`src/rtl/cm_line_sequencer_pkg.sv`:
```
// Shared widths and FSM state encoding for the CM line sequencer.
package cm_line_sequencer_pkg;

   localparam int CM_BACKPORCH_WIDTH  = 8;
   localparam int CM_FRONTPORCH_WIDTH = 11;
   localparam int CM_LINE_CNT_WIDTH   = 10;
   localparam int CM_BLANK_WIDTH      = 8;

   typedef enum logic [1:0] {
      ST_IDLE   = 2'd0,
      ST_ACTIVE = 2'd1,
      ST_BLANK  = 2'd2,
      ST_DONE   = 2'd3
   } seq_state_e;

endpackage

```
`src/rtl/cm_seq_cfg_regs.sv`:
```
// Pending/active geometry shadow registers; active config changes only when apply is high,
// and cfg_err is re-evaluated at that same moment.
module cm_seq_cfg_regs #(
   parameter int BACKPORCH_WIDTH  = 8,
   parameter int FRONTPORCH_WIDTH = 11,
   parameter int LINE_CNT_WIDTH   = 10,
   parameter int BLANK_WIDTH      = 8
) (
   input  logic                        clk,
   input  logic                        rst_n,
   input  logic                        cfg_wr,
   input  logic [BACKPORCH_WIDTH-1:0]  cfg_backporch,
   input  logic [FRONTPORCH_WIDTH-1:0] cfg_frontporch,
   input  logic [FRONTPORCH_WIDTH-1:0] cfg_line_len,
   input  logic [BLANK_WIDTH-1:0]      cfg_blank,
   input  logic [LINE_CNT_WIDTH-1:0]   cfg_lines,
   input  logic                        cfg_continuous,
   input  logic                        apply,
   output logic [BACKPORCH_WIDTH-1:0]  act_backporch,
   output logic [FRONTPORCH_WIDTH-1:0] act_frontporch,
   output logic [FRONTPORCH_WIDTH-1:0] act_line_len,
   output logic [BLANK_WIDTH-1:0]      act_blank,
   output logic [LINE_CNT_WIDTH-1:0]   act_lines,
   output logic                        cont_next,
   output logic                        err_next,
   output logic                        cfg_err
);

   localparam int CW = FRONTPORCH_WIDTH + 1;

   logic [BACKPORCH_WIDTH-1:0]  pend_backporch;
   logic [FRONTPORCH_WIDTH-1:0] pend_frontporch;
   logic [FRONTPORCH_WIDTH-1:0] pend_line_len;
   logic [BLANK_WIDTH-1:0]      pend_blank;
   logic [LINE_CNT_WIDTH-1:0]   pend_lines;
   logic                        pend_continuous;
   logic                        act_continuous;
   logic [CW-1:0]               bp_plus1;
   logic                        pend_invalid;

   always_ff @(posedge clk or negedge rst_n) begin
      if (!rst_n) begin
         pend_backporch  <= '0;
         pend_frontporch <= '0;
         pend_line_len   <= '0;
         pend_blank      <= '0;
         pend_lines      <= '0;
         pend_continuous <= 1'b0;
      end else if (cfg_wr) begin
         pend_backporch  <= cfg_backporch;
         pend_frontporch <= cfg_frontporch;
         pend_line_len   <= cfg_line_len;
         pend_blank      <= cfg_blank;
         pend_lines      <= cfg_lines;
         pend_continuous <= cfg_continuous;
      end
   end

   // FrontPorch must leave at least one valid pixel after BackPorch and fit inside the Sync window.
   always_comb begin
      bp_plus1     = CW'(pend_backporch) + CW'(1);
      pend_invalid = (CW'(pend_frontporch) <= bp_plus1) ||
                     (pend_frontporch > pend_line_len) ||
                     (pend_line_len == '0) ||
                     (pend_lines == '0);
      err_next     = apply ? pend_invalid : cfg_err;
      cont_next    = apply ? pend_continuous : act_continuous;
   end

   always_ff @(posedge clk or negedge rst_n) begin
      if (!rst_n) begin
         act_backporch  <= '0;
         act_frontporch <= '0;
         act_line_len   <= '0;
         act_blank      <= '0;
         act_lines      <= '0;
         act_continuous <= 1'b0;
         cfg_err        <= 1'b0;
      end else if (apply) begin
         act_backporch  <= pend_backporch;
         act_frontporch <= pend_frontporch;
         act_line_len   <= pend_line_len;
         act_blank      <= pend_blank;
         act_lines      <= pend_lines;
         act_continuous <= pend_continuous;
         cfg_err        <= pend_invalid;
      end
   end

endmodule

```
`src/rtl/cm_line_sequencer.sv`:
```
// Frame/line timing controller driving CM_Counter's Sync window and porch bounds.
// Valid/ready does not apply here: start, stop and cfg_wr are single-cycle strobes sampled on clk.
module cm_line_sequencer
   import cm_line_sequencer_pkg::*;
#(
   parameter int BACKPORCH_WIDTH  = CM_BACKPORCH_WIDTH,
   parameter int FRONTPORCH_WIDTH = CM_FRONTPORCH_WIDTH,
   parameter int LINE_CNT_WIDTH   = CM_LINE_CNT_WIDTH,
   parameter int BLANK_WIDTH      = CM_BLANK_WIDTH
) (
   input  logic                        clk,
   input  logic                        rst_n,
   input  logic                        cfg_wr,
   input  logic [BACKPORCH_WIDTH-1:0]  cfg_backporch,
   input  logic [FRONTPORCH_WIDTH-1:0] cfg_frontporch,
   input  logic [FRONTPORCH_WIDTH-1:0] cfg_line_len,
   input  logic [BLANK_WIDTH-1:0]      cfg_blank,
   input  logic [LINE_CNT_WIDTH-1:0]   cfg_lines,
   input  logic                        cfg_continuous,
   input  logic                        start,
   input  logic                        stop,
   output logic                        Sync,
   output logic [BACKPORCH_WIDTH-1:0]  BackPorch,
   output logic [FRONTPORCH_WIDTH-1:0] FrontPorch,
   output logic [LINE_CNT_WIDTH-1:0]   line_idx,
   output logic                        frame_done,
   output logic                        busy,
   output logic                        cfg_err,
   output seq_state_e                  dbg_state
);

   localparam int CW = FRONTPORCH_WIDTH + 1;
   localparam int LW = LINE_CNT_WIDTH + 1;

   seq_state_e                  state, state_next;
   logic [FRONTPORCH_WIDTH-1:0] cnt, cnt_next;
   logic [LINE_CNT_WIDTH-1:0]   line_next;
   logic                        stop_req, stop_req_next;
   logic [FRONTPORCH_WIDTH-1:0] act_line_len;
   logic [BLANK_WIDTH-1:0]      act_blank;
   logic [LINE_CNT_WIDTH-1:0]   act_lines;
   logic                        cont_next, err_next, apply;
   logic [CW-1:0]               cnt_inc;
   logic [LW-1:0]               line_inc;
   logic                        line_end, blank_end, frame_end;

   assign apply     = (state == ST_IDLE) || (state == ST_DONE);
   assign dbg_state = state;

   cm_seq_cfg_regs #(
      .BACKPORCH_WIDTH (BACKPORCH_WIDTH),
      .FRONTPORCH_WIDTH(FRONTPORCH_WIDTH),
      .LINE_CNT_WIDTH  (LINE_CNT_WIDTH),
      .BLANK_WIDTH     (BLANK_WIDTH)
   ) u_cfg (
      .clk           (clk),
      .rst_n         (rst_n),
      .cfg_wr        (cfg_wr),
      .cfg_backporch (cfg_backporch),
      .cfg_frontporch(cfg_frontporch),
      .cfg_line_len  (cfg_line_len),
      .cfg_blank     (cfg_blank),
      .cfg_lines     (cfg_lines),
      .cfg_continuous(cfg_continuous),
      .apply         (apply),
      .act_backporch (BackPorch),
      .act_frontporch(FrontPorch),
      .act_line_len  (act_line_len),
      .act_blank     (act_blank),
      .act_lines     (act_lines),
      .cont_next     (cont_next),
      .err_next      (err_next),
      .cfg_err       (cfg_err)
   );

   // A zero blank length still yields one Sync-low cycle so the downstream counter clears.
   always_comb begin
      cnt_inc   = CW'(cnt) + CW'(1);
      line_inc  = LW'(line_idx) + LW'(1);
      line_end  = (cnt_inc == CW'(act_line_len));
      blank_end = (act_blank == '0) || (cnt_inc == CW'(act_blank));
      frame_end = (line_inc == LW'(act_lines));
   end

   always_comb begin
      state_next    = state;
      cnt_next      = cnt;
      line_next     = line_idx;
      stop_req_next = stop_req;
      case (state)
         ST_IDLE: begin
            cnt_next  = '0;
            line_next = '0;
            if (start && !stop && !err_next) state_next = ST_ACTIVE;
         end
         ST_ACTIVE: begin
            if (line_end) begin
               state_next = ST_BLANK;
               cnt_next   = '0;
            end else begin
               cnt_next = cnt_inc[FRONTPORCH_WIDTH-1:0];
            end
         end
         ST_BLANK: begin
            if (blank_end) begin
               cnt_next = '0;
               if (frame_end) begin
                  state_next = ST_DONE;
               end else begin
                  state_next = ST_ACTIVE;
                  line_next  = line_inc[LINE_CNT_WIDTH-1:0];
               end
            end else begin
               cnt_next = cnt_inc[FRONTPORCH_WIDTH-1:0];
            end
         end
         ST_DONE: begin
            cnt_next  = '0;
            line_next = '0;
            if (cont_next && !err_next && !stop_req && !stop) state_next = ST_ACTIVE;
            else state_next = ST_IDLE;
         end
         default: state_next = ST_IDLE;
      endcase
      if (stop && state != ST_IDLE) stop_req_next = 1'b1;
      if (state_next == ST_IDLE) stop_req_next = 1'b0;
   end

   always_ff @(posedge clk or negedge rst_n) begin
      if (!rst_n) begin
         state      <= ST_IDLE;
         cnt        <= '0;
         line_idx   <= '0;
         stop_req   <= 1'b0;
         Sync       <= 1'b0;
         busy       <= 1'b0;
         frame_done <= 1'b0;
      end else begin
         state      <= state_next;
         cnt        <= cnt_next;
         line_idx   <= line_next;
         stop_req   <= stop_req_next;
         Sync       <= (state_next == ST_ACTIVE);
         busy       <= (state_next != ST_IDLE);
         frame_done <= (state_next == ST_DONE);
      end
   end

endmodule

```
`config.mk`:
```
export PLATFORM = sky130hd
export DESIGN_NAME = cm_line_sequencer
export DESIGN_NICKNAME = d
export VERILOG_FILES = /design/src/rtl/cm_line_sequencer_pkg.sv /design/src/rtl/cm_seq_cfg_regs.sv /design/src/rtl/cm_line_sequencer.sv
export SDC_FILE = /design/constraint.sdc
export NUM_CORES = 1
export LEC_CHECK = 0
export ABC_AREA = 1
export CORE_ASPECT_RATIO = 1.4
export CORE_MARGIN = 8
export CORE_UTILIZATION = 60
export CTS_BUF_LIST = sky130_fd_sc_hd__clkbuf_8
export DETAILED_ROUTE_END_ITERATION = 8
export HOLD_SLACK_MARGIN = 0.1
export MAX_ROUTING_LAYER = met4
export PLACE_DENSITY = 0.95
export SYNTH_ARGS = -nofsm -noshare
export SYNTH_HDL_FRONTEND = slang
export SYNTH_SLANG_ARGS = --single-unit
```
`constraint.sdc`:
```
create_clock -name clk -period 6.7 [get_ports clk]
set_input_delay 1.34 -clock clk [delete_from_list [all_inputs] [get_ports clk]]
set_output_delay 1.34 -clock clk [all_outputs]
set_load 0.005 [all_outputs]
```
==> impl_metrics.ini <==
[critical_path]
r2r-start = dbg_state[1]
timing.rr.end = stop_req
crit_buf_inv = 3
critical_path.slowest_cell = buf_4
cp-end-kind = register
r2r_slack_ps = 3780
arrival_ps = 3240
cpLargestDelayFamily = buffers and inverters
critPathKind = register to register
cp_slowest_stage_delay_ps = 730
start_kind = register
cp_max_fo = 108
worst-r2r-cell-count = 11
crit_chain = inv_1 > ha_2 > buf_4 > inv_1 > or2_2 > o21ai_0 > nor4_1 > a21oi_1 > nand3_1 > nand2_1 > a21oi_1
worstPathRequired_ps = 7020

[logic_synthesis]
synthTopCellsByArea = dfrtp_1 (49%), nand2_1 (14%), o21ai_0 (8.0%)
synth.most_common_cell = nand2_1
synthCells = 818
avgSynthCellArea_sq_um = 7.90
netlist.top_cell.by_area = dfrtp_1
synthFlopType = dfrtp_1
synth_nets = 899
synth_top_cell_area_share = 0.488
yosys-top-cells-count = nand2_1 (240), dfrtp_1 (126), inv_1 (106)
synthesis.area_sq_um = 6460
async_reset_ff_frac = 1.00
synth_warnings = 0
synth_edf_count = 0
yosysSeqAreaShare = 0.488
synth_cell_types = 29
synth-seq-cells = 126

[drt]
dr_total_vias = 5801
first_pass_iters = 5
ant_nets = 0
wl_per_cell_microns = 15.4
drt_iter0_markers = 567
routed_wl_microns = 16300
via_per_inst = 5.49
drc = 0

[place]
hpwl_microns = 10900
place_area_sq_um = 7430
port_buffers = 88
place_congestion = 0.895

[worst_hold_path]
min_path_cells = 2
min-delay-start = u_cfg.act_backporch[2]
holdPathEnd = u_cfg.act_backporch[2]
min_path_type = register to register

[global_routing]
antenna_found_initial = 0
grt_max_degree = 109
gr-total-overflow = 0
grt_pass1_wl_microns = 27500
grt_pass1_vias = 5929
grtUsageTotal = 0.240

[die]
die_w_microns = 104
io_pins = 89
dieArea_sq_um = 14400
initial_core_util = 0.604
fp-row-count = 45
dieHeight_microns = 139
core_region_area_sq_um = 10700

[clock_tree]
h-tree-depth = 4
cts_max_path_buffers = 2
clk_pin_slew_ps = 80
cts_buffers = 17
clockRootBuffer = clkbuf_8
clk_latency_ps = 440
cts.sink_count = 126
postCtsSetupBuffers = 0
cts_tree = yes
cts_hold_buf = 0
cts.repair.resized = 0

[job]
maxCapViolations = 0

[power_and_ir_drop]
p_leak_uw = 0.00373
power.internal_uw = 1220
seq_power_share = 0.485
pwr-share-clk = 0.421
p_switching_uw = 433
max-vdd-ir-drop_uv = 180
powerDensity_nw_per_um2 = 211
fin_total_pwr_uw = 1660
power_frac_comb = 0.094
p_sw_frac = 0.261

[cells_and_area]
utilization = 0.734
antenna_cells = 0
area_growth_pct = 21.5
ff_latch_area_sq_um = 3150
n_fill_cell = 700
multi_input_area_sq_um = 2810
drive_above_1_share = 0.0611
finalInstanceArea_sq_um = 7850
fin_nets = 984

[sta]
fin_setup_tns_ps = 0
min_period_over_period = 0.436
skew_ps = 9.64
worst_pin_slew_ps = 967
setup_viol = 0
slew_headroom = 0.355
layout_min_cycle_time_ps = 2920
rsz0062_at_grt = false
slew_viol_final = 0
finalHoldViolations = 0
fmax_mhz = 342

[outcome]
status = finished, final reports clean
power by group through the flow:
stage / registers [uW] / clock network [uW] / logic [uW]
floorplan: 812 / 0 / 80.5
global placement: 816 / 0 / 143
detailed placement: 818 / 0 / 151
CTS: 804 / 700 / 155
global route: 807 / 734 / 178
finish: 805 / 697 / 155
logic make-up after synthesis:
logic type,synth area share
buffers and inverters,0.0777
DFF,0.488
xor gates and xnor gates,0.0136
AOI/OAI and AO/OA,0.104
and+or+nand+nor,0.263
adders and majority gates,0.0523
muxes,0.00174
layer usage:
metal	GRT usage	up-vias	part of all wire
met1	0.272	2713	0.40
met4	0.115	0	0.036
met3	0.0540	53	0.054
li1	-	2788	-
met5	-	-	0
met2	0.394	247	0.51
cell type report:
class,count,share of cell area
clock buffer,17,0.0298
clock inverter,15,0.0237
inverter,106,0.0507
multi-input combinational,561,0.358
sequential,126,0.402
tap,141,0.0225
timing repair buffer,91,0.114
worst reg2reg max path: stages, from the launching register on:
cell and delay, ps:
dfrtp_1 450, inv_1 120, ha_2 330, buf_4 730, inv_1 190, or2_2 310
o21ai_0 120, nor4_1 80, a21oi_1 150, nand3_1 90, nand2_1 140, a21oi_1 90
worst max path at each step:
stage                                 start     endpoint  cells past startpoint
finish                         dbg_state[1]     stop_req                     11
global route                   dbg_state[1]     stop_req                     11
CTS                             line_idx[0]  line_idx[0]                      1
detailed placement             dbg_state[1]     stop_req                     11
global placement                      rst_n  line_idx[2]                      2
floorplan           u_cfg.pend_backporch[2]     stop_req                     18
flip-flops by register name, summed over array words and instances, names as in the netlist, 2 cells and up:
signal,cells
line_idx,10
u_cfg.pend_lines,10
cnt,11
u_cfg.pend_frontporch,11
u_cfg.pend_line_len,11
u_cfg.act_line_len,11
u_cfg.act_backporch,8
u_cfg.act_frontporch,11
u_cfg.act_blank,8
dbg_state,2
u_cfg.pend_blank,8
u_cfg.act_lines,10
u_cfg.pend_backporch,8
stage by stage:
stage / instances / setup WS (ps) / hold slack, ps
after global routing: 1057 / 3520 / 500
final: 1057 / 3780 / 486
after detailed placement: 1025 / 3820 / 476
after global placement: 1025 / 3990 / 463
after floorplan: 818 / 4430 / 450
after CTS: 1057 / 3780 / 495
layout by cell type, fill, tap and decap left out, drive strengths merged:
cell	n
a21o	1
a21oi	18
and2	1
buf	5
bufinv	3
clkbuf	17
clkdlybuf4s50	86
clkinv	2
clkinvlp	6
dfrtp	126
ha	27
inv	110
mux2	1
nand2	245
nand3	55
nand3b	11
nand4	12
nor2	56
nor3	4
nor4	3
o21ai	115
or2	2
xnor2	4
xor2	6
Power figures use the tool's default switching activity.
